`src/rtl/puf_eval_controller.sv`:
```
// Sequencer for one RO-PUF evaluation per accepted challenge: clear, run, settle, hold result.
// Define PUF_MAJORITY_VOTE_EN to evaluate each challenge three times and return the bitwise majority.
module puf_eval_controller #(
    parameter int unsigned RST_CYCLES     = 4,
    parameter int unsigned SETTLE_CYCLES  = 2,
    parameter int unsigned TIMEOUT_CYCLES = 8000000
) (
    input  logic       clk,
    input  logic       reset,
    input  logic       ch_valid,
    output logic       ch_ready,
    input  logic [7:0] ch_data,
    output logic [7:0] puf_challenge,
    output logic       puf_enable,
    output logic       puf_reset,
    input  logic       puf_done,
    input  logic [7:0] puf_response,
    output logic       rsp_valid,
    input  logic       rsp_ready,
    output logic [7:0] rsp_data,
    output logic       rsp_timeout,
    output logic       busy
);

    localparam int unsigned MaxShort = (RST_CYCLES > SETTLE_CYCLES) ? RST_CYCLES : SETTLE_CYCLES;
    localparam int unsigned MaxCnt   = (TIMEOUT_CYCLES > MaxShort) ? TIMEOUT_CYCLES : MaxShort;
    localparam int unsigned CntW     = $clog2(MaxCnt + 1);

    localparam logic [CntW-1:0] RstLast    = CntW'(RST_CYCLES - 1);
    localparam logic [CntW-1:0] SettleLast = CntW'(SETTLE_CYCLES - 1);
    localparam logic [CntW-1:0] TimeoutCnt = CntW'(TIMEOUT_CYCLES);

    typedef enum logic [2:0] {
        StIdle,
        StClear,
        StRun,
        StSettle,
        StHold
    } state_e;

    state_e          state_q, state_d;
    logic [CntW-1:0] cnt_q, cnt_d;
    logic [7:0]      chal_q, chal_d;
    logic [7:0]      data_q, data_d;
    logic            tout_q, tout_d;

    logic            done_meta, done_s;
    logic [7:0]      resp_meta, resp_s;

`ifdef PUF_MAJORITY_VOTE_EN
    logic [1:0]      pass_q, pass_d;
    logic [7:0]      samp0_q, samp0_d;
    logic [7:0]      samp1_q, samp1_d;
    logic [7:0]      majority;

    assign majority = (samp0_q & samp1_q) | (samp0_q & resp_s) | (samp1_q & resp_s);
`endif

    // Both PUF outputs are asynchronous to clk.
    always_ff @(posedge clk or posedge reset) begin
        if (reset) begin
            done_meta <= 1'b0;
            done_s    <= 1'b0;
            resp_meta <= 8'h00;
            resp_s    <= 8'h00;
        end else begin
            done_meta <= puf_done;
            done_s    <= done_meta;
            resp_meta <= puf_response;
            resp_s    <= resp_meta;
        end
    end

    always_ff @(posedge clk or posedge reset) begin
        if (reset) begin
            state_q <= StIdle;
            cnt_q   <= '0;
            chal_q  <= 8'h00;
            data_q  <= 8'h00;
            tout_q  <= 1'b0;
`ifdef PUF_MAJORITY_VOTE_EN
            pass_q  <= 2'd0;
            samp0_q <= 8'h00;
            samp1_q <= 8'h00;
`endif
        end else begin
            state_q <= state_d;
            cnt_q   <= cnt_d;
            chal_q  <= chal_d;
            data_q  <= data_d;
            tout_q  <= tout_d;
`ifdef PUF_MAJORITY_VOTE_EN
            pass_q  <= pass_d;
            samp0_q <= samp0_d;
            samp1_q <= samp1_d;
`endif
        end
    end

    always_comb begin
        state_d = state_q;
        cnt_d   = cnt_q;
        chal_d  = chal_q;
        data_d  = data_q;
        tout_d  = tout_q;
`ifdef PUF_MAJORITY_VOTE_EN
        pass_d  = pass_q;
        samp0_d = samp0_q;
        samp1_d = samp1_q;
`endif
        unique case (state_q)
            StIdle: begin
                if (ch_valid) begin
                    chal_d  = ch_data;
                    cnt_d   = '0;
                    state_d = StClear;
`ifdef PUF_MAJORITY_VOTE_EN
                    pass_d  = 2'd0;
`endif
                end
            end
            StClear: begin
                if (cnt_q == RstLast) begin
                    cnt_d   = '0;
                    state_d = StRun;
                end else begin
                    cnt_d = cnt_q + 1'b1;
                end
            end
            StRun: begin
                // A done seen on the timeout cycle still counts as a valid result.
                if (done_s) begin
                    cnt_d   = '0;
                    state_d = StSettle;
                end else if (cnt_q == TimeoutCnt) begin
                    cnt_d   = '0;
                    data_d  = 8'h00;
                    tout_d  = 1'b1;
                    state_d = StHold;
`ifdef PUF_MAJORITY_VOTE_EN
                    pass_d  = 2'd0;
`endif
                end else begin
                    cnt_d = cnt_q + 1'b1;
                end
            end
            StSettle: begin
                if (cnt_q == SettleLast) begin
                    cnt_d = '0;
`ifdef PUF_MAJORITY_VOTE_EN
                    case (pass_q)
                        2'd0: begin
                            samp0_d = resp_s;
                            pass_d  = 2'd1;
                            state_d = StClear;
                        end
                        2'd1: begin
                            samp1_d = resp_s;
                            pass_d  = 2'd2;
                            state_d = StClear;
                        end
                        default: begin
                            data_d  = majority;
                            tout_d  = 1'b0;
                            pass_d  = 2'd0;
                            state_d = StHold;
                        end
                    endcase
`else
                    data_d  = resp_s;
                    tout_d  = 1'b0;
                    state_d = StHold;
`endif
                end else begin
                    cnt_d = cnt_q + 1'b1;
                end
            end
            StHold: begin
                if (rsp_ready) begin
                    state_d = StIdle;
                end
            end
            default: begin
                state_d = StIdle;
            end
        endcase
    end

    // Outputs decode only registered state, so no input reaches an output combinationally.
    assign ch_ready      = (state_q == StIdle);
    assign busy          = (state_q != StIdle);
    assign rsp_valid     = (state_q == StHold);
    assign puf_enable    = (state_q == StRun) || (state_q == StSettle);
    assign puf_reset     = !((state_q == StRun) || (state_q == StSettle));
    assign puf_challenge = chal_q;
    assign rsp_data      = data_q;
    assign rsp_timeout   = tout_q;

endmodule
```
`config.mk`:
```
export PLATFORM = sky130hd
export DESIGN_NAME = puf_eval_controller
export DESIGN_NICKNAME = d
export VERILOG_FILES = /design/src/rtl/puf_eval_controller.sv
export SDC_FILE = /design/constraint.sdc
export NUM_CORES = 1
export LEC_CHECK = 0
export BUFFER_PORTS_ARGS = -buffer_cell sky130_fd_sc_hd__clkbuf_2
export CORE_UTILIZATION = 35
export DETAILED_ROUTE_END_ITERATION = 10
export PLACE_DENSITY_LB_ADDON = 0.08
export SYNTH_ARGS = -nofsm -noshare
export SYNTH_HDL_FRONTEND = slang
export SYNTH_SLANG_ARGS = --single-unit
```
`constraint.sdc`:
```
create_clock -name clk -period 2.8 [get_ports clk]
set_clock_uncertainty 0.1 [all_clocks]
set_input_delay 0.56 -clock clk [delete_from_list [all_inputs] [get_ports clk]]
set_output_delay 0.56 -clock clk [all_outputs]
set_load 0.05 [all_outputs]
```
# Yosys cells after proc, flatten, opt, wreduce, memory -nomap -nowiden
# Cells that the tools add are included.
# W data, S select, Z words.
# word_totals
elab_cells,55
inputBits,21
ff_bits,61
out_inout_bits,22
# op_classes
n_addsub,1
mux,21
n_eq_ne,14
reduce_logical,10
# op_table
operator,n
$mux W23,5
$pmux W23 S4,1
$mux W8,3
$add A23 B1 Y23 const B,1
$eq A23 B1 Y1 const B,1
$eq A23 B2 Y1 const B,1
$eq A23 B23 Y1 const B,1
$mux W3,6
$pmux W8 S2,1
$pmux W3 S5,1
$ne A2 B2 Y1 const B,5
$eq A3 B2 Y1 const B,2
$reduce_and A5 Y1,1
$reduce_and A2 Y1,2
$reduce_and A4 Y1,1
$reduce_bool A4 Y1,1
$eq A3 B1 Y1 const B,1
$eq A3 B3 Y1 const B,1
$logic_not A3 Y1,1
$mux W1,3
$ne A3 B3 Y1 const B,1
$reduce_bool A3 Y1,1
$ne A2 B1 Y1 const B,1
$pmux W1 S2,1
3 further kinds,3

# Depth between registers and ports, before layout
# Gate-level depths: netlist of run 1.
# logic_depth
depth_word,4
ltp_mapped,8
mapped_depth_nobuf,7

# Worst setup path after synthesis of run 1
# OpenSTA, ideal clock, no wires.
# synth_timing
path_kind,register to register
from,reg state_q[2]
to,reg state_q[1]
path_slack_ns,-0.119
stages_incl_launch_ff,8
path_buffers,1
synth_period_minus_slack_ns,2.919
arrival_time_ns,2.695
setup_time_ns,0.124
required_time_ns,2.576
path_cell_list,dfrtp_1 clkbuf_1 nor2b_1 inv_1 nor2_1 o21a_1 nor2_1 a211o_1
# synth_via
elab_chain_cells,3
word_cells_on_any_way,12
cone_classes,eq/ne (9); mux (1); reduce/logical (2)
# synth_rtl
item,line,rtl
"start, declared",41,"state_e state_q, state_d;"
"start signal, assigned",76,state_q <= StIdle;
"start signal, assigned",87,state_q <= state_d;
$eq A3 B2 Y1 (tied with other cells),111,unique case (state_q)
$ne A3 B3 Y1 (no source line) (tied with other cells),--,
$reduce_and A5 Y1 (no source line),--,
# Parallel ways exist; a longest one is shown, timed or not.
# A chain may end at the register's enable or synchronous reset.

# Worst setup path in the final report of run 1
# layout_timing
from,reg cnt_q[10]
to,reg cnt_q[8]
# layout_via
elab_chain_cells,4
word_cells_on_any_way,8
cone_classes,eq/ne (3); mux (5)
# layout_rtl
item,line,rtl
"start, declared",42,"logic [CntW-1:0] cnt_q, cnt_d;"
"start signal, assigned",88,cnt_q <= cnt_d;
$eq A23 B23 Y1,135,end else if (cnt_q == TimeoutCnt) begin
$mux W23,135,
$mux W23,132,if (done_s) begin
$pmux W23 S4 (*),111,
# Every way passes the cells marked *; elsewhere a longest branch is shown, timed or not.

==> results of run 1 <==
-- sequential cells by signal (all words and copies together), names as in the netlist --
signal / cells
resp_meta: 8
done_meta: 1
rsp_data: 8
state_q: 3
cnt_q: 23
puf_challenge: 8
rsp_timeout: 1
done_s: 1
resp_s: 8
-- cells by family after synthesis --
group                    share of synthesized area (%)
buffers and inverters                            4.043
XOR/XNOR                                         4.770
AND/OR/NAND/NOR                                  23.31
adder cells (fa/ha/maj)                          1.363
AO/OA/AOI/OAI                                    7.088
flip-flops                                       55.43
multiplexers                                     3.998
-- cell usage in the layout (no fill, tap or decap), types with 2 or more instances in the layout --
| cell type | instances |
|---|---|
| buf_4 | 4 |
| ha_1 | 3 |
| xnor2_1 | 5 |
| nor2_1 | 15 |
| inv_1 | 16 |
| nand2_1 | 24 |
| o21ai_0 | 13 |
| nor3_1 | 8 |
| clkinv_2 | 2 |
| bufinv_16 | 2 |
| nor4_1 | 4 |
| nand3_1 | 8 |
| clkbuf_8 | 9 |
| clkinv_4 | 2 |
| a21oi_1 | 6 |
| xor2_1 | 10 |
| nor4_2 | 3 |
| or3_1 | 2 |
| mux2i_1 | 2 |
| and4_1 | 3 |
| dfrtp_1 | 61 |
| nor2b_1 | 2 |
| clkbuf_2 | 42 |
| nand4_1 | 13 |
| nor3_2 | 2 |
| o22ai_1 | 4 |
| nor2_2 | 10 |
| and3_1 | 3 |
| o21a_1 | 3 |
| or2_2 | 3 |
| mux2_2 | 8 |
| and2_1 | 4 |
-- through the flow --
step           power [uW]  util [%]  hold WS, ps  worst slack, ps
2_1_floorplan        1211         -        231.2            307.1
3_3_place_gp         1299     41.53        232.3            436.8
3_5_place_dp         1299     41.53        234.7            439.5
4_1_cts              2166     44.42        152.7            429.9
5_1_grt              2245     44.42        192.1            241.0
6_report             2128     44.42        148.2            442.3
-- cell type report --
| type | instances | area (um^2) |
|---|---|---|
| fill | 729 | 4139 |
| sequential | 61 | 1526 |
| multi-input combinational | 169 | 1119 |
| timing repair buffer | 47 | 260.3 |
| clock buffer | 10 | 127.6 |
| tap | 99 | 123.9 |
| clock inverter | 6 | 87.58 |
| inverter | 17 | 63.81 |
-- routing by layer --
| metal | wire length (um) | global-route usage (%) |
|---|---|---|
| met1 | 2804 | 20.87 |
| met2 | 2687 | 23.67 |
| met3 | 224 | 5.051 |
| met4 | 119 | 6.855 |
| met5 | 0 | 0 |
-- power breakdown --
part           leakage, uW  switching [uW]  internal, uW  total, uW
Clock             0.000110             346           501        847
Combinational     0.000640             131           101        232
Sequential        0.000779            98.0           952       1050
-- path summary, 6_finish.rpt --
check / cells after the start / from / slack, ps / to
worst max-delay path: 6 / cnt_q[10] / 440 / cnt_q[8]
worst min-delay path: 2 / reset / 150 / puf_challenge[1]
worst max register to register: 6 / cnt_q[10] / 440 / cnt_q[8]
worst min register to register: 0 / resp_meta[5] / 250 / resp_s[5]
max in group asynchronous: 3 / reset / 1860 / resp_meta[7]
min in group clk: 1 / puf_response[6] / 220 / resp_meta[6]
==> flow_summary.ini, run 1 <==
[yosys]
yosysSeqAreaShare_pct = 55.43
synthFlopType = dfrtp_1
ys_top_cells_by_area = dfrtp_1 (55%), mux2_2 (3.3%), nand2_1 (3.3%)
syn-cell-area_um2 = 2754
yosys-top-cells-count = dfrtp_1 (61), nand2_1 (24), inv_1 (17), nor2_1 (15)
synth_top_cell_by_area = dfrtp_1
yosys_warnings = 0
syn_inst = 255
synth_top_area_share_pct = 55.43
synthDistinctLibCells = 40
synth_fp_nets = 279
async_reset_ff_share_pct = 100.0
synth-seq-cells = 61
synth_edf_count = 0
yosysMostFrequentCell = dfrtp_1
synth.avg_cell_area_um2 = 10.80

[critical_path]
cp_slowest_stage_delay_ps = 470
worst_path_max_delay_cell = o311a_4
worstSetupStartpointType = flip-flop
critPathTopFamily = simple AND/OR/NAND/NOR gates
worst-setup-path-type = reg -> reg
crit_chain = nor4_4, nand4b_2, o311a_4, nor3_4, buf_4, nor2_1
cp.arrival_ps = 2480
worst-path-buf-inv = 1
critPathMaxFanout = 11
critPathRequiredTime_ps = 2930
cp-end-kind = flip-flop

[die]
core.rowCount = 31
io_pins = 43
core-area_um2 = 7447
initial_core_util_pct = 36.98
die_h_um = 90.71
fp.dieW_um = 90.71
die-area_um2 = 8227

[timing]
hold_violations = 0
tns_ps = 0
rsz0062_at_grt = false
slew_headroom_pct = 62.93
fin_crit_ps = 2358
max_freq_ghz = 0.4241
slew_violations = 0
setup_viol = 0
tightest_slew_ps = 555.3
fin_crit_sh_pct = 84.21

[cts]
cts_sinks = 61
cts_root_buf = clkbuf_8
clock_path_buffers = 2
hold_buffers = 0
clkLatencyLatePin_ps = 340
post_cts_resized = 0
cts_tree = built
postCtsSetupBuffers = 0
tritoncts.num_buffers = 9
clk_pin_slew_ps = 70
htree_levels = 3

[route]
dr.pass1.iters = 4
drt-wirelength-per-cell_um = 14.27
routed_wl_mm = 5.835
drc = 0
via_count = 1997
viasPerCell = 4.883
drtIter0Drc = 112
ant_nets = 0

[final_layout]
instances_no_fill = 409
num-nets-final = 329
final_area_um2 = 3308
drive_above_1_share_pct = 30.65
antenna_cells = 0
layout-area-overhead-vs-synth_pct = 20.13

[power_and_ir_drop]
ir_drop_mv = 0.2253
powerDensity_nw_per_um2 = 643.3
leakage_uw = 0.001529

[place]
post_dp_cell_area_um2 = 3093
gp_congestion = 0.8095
port-buffer-count = 42
dpl.hpwl_mm = 4.152
placed_cells = 393

[outcome]
outcome = completed

[min_path]
hold_class = in -> async

[job]
maxCapViolCount = 0

[grt]
grt_pass1_vias = 1966
grtUsageTotal_pct = 15.81
antenna_found_initial = 0
grt_pass1_wl_mm = 9.929
grt_start_max_net_pins = 38
grt_overflow = 0
No activity file was read; power rests on OpenSTA's default activity.
==> run 2: changes to the inputs <==
==> constraint.sdc (replaced) <==
create_clock -name clk -period 1.9 [get_ports clk]
set_clock_uncertainty 0.1 [all_clocks]
set_input_delay 0.38 -clock clk [delete_from_list [all_inputs] [get_ports clk]]
set_output_delay 0.38 -clock clk [all_outputs]
set_load 0.05 [all_outputs]
==> run 2 against run 1 <==
The flow now finishes with violations (negative setup slack). Via count grew 13%. Clock-buffer cell count increased by 1. Fmax is 16% higher. Non-clock buffer count increased by 60. Sequential power is 43% higher. Power increased by 62%. Critical path type unchanged.
==> flow_summary.ini, run 2 (synthesis results as in run 1) <==
[outcome]
outcome = finished, violations left
violations = negative setup slack

[route]
viasPerCell = 4.806
drc = 0
ant_nets = 0
drtIter0Drc = 39
routed_wl_mm = 6.821
drt-wirelength-per-cell_um = 14.51
via_count = 2259
dr.pass1.iters = 4

[final_layout]
top_register = cnt_q
layout-area-overhead-vs-synth_pct = 47.43
layout_commonest_cell = dfrtp_1
final_core_util_pct = 54.52
regArea_um2 = 1528
antenna_cells = 0
num-nets-final = 390
nFillCells = 670
drive_above_1_share_pct = 48.25
largest_reg_flops = 23
multi_input_area_um2 = 1320
final_cell_mix = dfrtp_1 (60), buf_4 (56), clkbuf_2 (37), nand2_1 (24), nor2_1 (14)

[cts]
clock_path_buffers = 2
tritoncts.num_buffers = 9
htree_levels = 3
cts_tree = built
clk_pin_slew_ps = 70
clkLatencyLatePin_ps = 350
cts_sinks = 61
cts_root_buf = clkbuf_8

[die]
initial_core_util_pct = 36.98
die-area_um2 = 8227
core-area_um2 = 7447
die_h_um = 90.71
core.rowCount = 31
fp.dieW_um = 90.71
io_pins = 43

[place]
gp_congestion = 0.7570
dpl.hpwl_mm = 4.432
port-buffer-count = 42

[grt]
grt_overflow = 0
antenna_found_initial = 0
grt_pass1_wl_mm = 11.43
grtUsageTotal_pct = 18.25
grt_pass1_vias = 2310
grt_start_max_net_pins = 62

[critical_path]
r2r-start = cnt_q[5]
crit_chain = nor4_4, nand3_1, o311a_4, buf_6, nor2_4, o211ai_1
critPathRequiredTime_ps = 2020
worstSetupStartpointType = flip-flop
cp.arrival_ps = 2150
critPathMaxFanout = 5
cp_slowest_stage_delay_ps = 430
r2r_cells = 6
regToRegSetupSlack_ps = -130
worst_path_max_delay_cell = o311a_4
cp-end-kind = flip-flop
worst-setup-path-type = reg -> reg
reg2reg_to = cnt_q[3]

[timing]
fin_crit_ps = 2030
fin_ws_ps = -129.5
hold_violations = 0
setup_viol = 33
fin_crit_sh_pct = 106.8
slew_violations = 0
slew_headroom_pct = 75.35
tightest_slew_ps = 366.9
max_freq_ghz = 0.4927
rsz0062_at_grt = true

[min_path]
worstHoldEndpoint = resp_meta[3]
worstHoldStart = puf_response[3]
hold_class = in -> reg
worst_hold_path.num_cells = 1

[power_and_ir_drop]
power.total_uw = 3442
ir_drop_mv = 0.3182
leakage_uw = 0.001874
powerDensity_nw_per_um2 = 847.7

[job]
maxCapViolCount = 0
-- run 2: cell types whose count changed in the layout (fill, tap and decap cells not counted), sizes merged --
cell and change:
buf +63, clkinvlp +5, clkbuf -3, inv -3, clkinv -2, bufinv -1
dlygate4sd3 +1, o21a +1
-- run 2: worst max path at each step --
| stage | startpoint | cells after the start | end | slack, ps |
|---|---|---|---|---|
| after floorplan | state_q[2] | 7 | state_q[1] | -250 |
| after global routing | cnt_q[10] | 6 | cnt_q[22] | -220 |
| after CTS | cnt_q[10] | 6 | cnt_q[22] | -110 |
| after global placement | cnt_q[0] | 7 | rsp_data[4] | -100 |
| final | cnt_q[5] | 6 | cnt_q[3] | -130 |
| after detailed placement | cnt_q[0] | 7 | rsp_data[1] | -180 |
-- run 2: worst max-delay path: cells and delay by family (launching register included) --
family	cells	cell delay (ps)
buf+inv	1	150
compound gates	2	530
flops	1	420
simple gates	3	710
-- run 2: final cells by class --
type | instances | area share (%)
Sequential cell | 61 | 37.63
Multi-Input combinational cell | 170 | 32.51
Timing Repair Buffer | 107 | 19.78
Clock buffer | 11 | 3.729
Tap cell | 99 | 3.051
Inverter | 17 | 1.849
Clock inverter | 5 | 1.448
-- run 2: routing by layer --
metal | part of all wire, % | up-vias | global-route usage [%]
li1 | - | 1109 | -
met1 | 49 | 1105 | 24.11
met2 | 46 | 34 | 27.78
met3 | 3.4 | 11 | 5.640
met4 | 1.9 | 0 | 7.258
met5 | 0 | - | 0
-- run 2: repair_timing --
| item | in CTS | in global routing |
|---|---|---|
| setup endpoints to repair | 37 | 39 |
| hold endpoints to repair | 10 | 0 |
| hold buffers | 1 | 0 |
| buffers inserted | 4 | 6 |
| gates resized for setup | 26 | 21 |
| gates cloned | 2 | 0 |
| pin swaps | 9 | 8 |
-- run 2: per-stage QoR --
stage	instances	hold WS (ps)	setup TNS (ps)	setup WS (ps)	cell area [um^2]
6_report	470	38.40	-2787	-129.5	4060
5_1_grt	470	17.21	-6096	-221.8	4060
4_1_cts	464	15.90	-2435	-107.7	3953
3_5_place_dp	441	240.1	-3702	-178.4	3581
3_3_place_gp	441	232.2	-2505	-95.36	3581
2_1_floorplan	255	231.2	-4078	-254.5	2885
-- run 2: report_power, final --
group	switching [uW]	leakage [uW]	total [uW]	internal (uW)
registers	95.4	0.000777	1500	1400
clock network	528	0.000102	1200	676
logic	349	0.000995	740	390
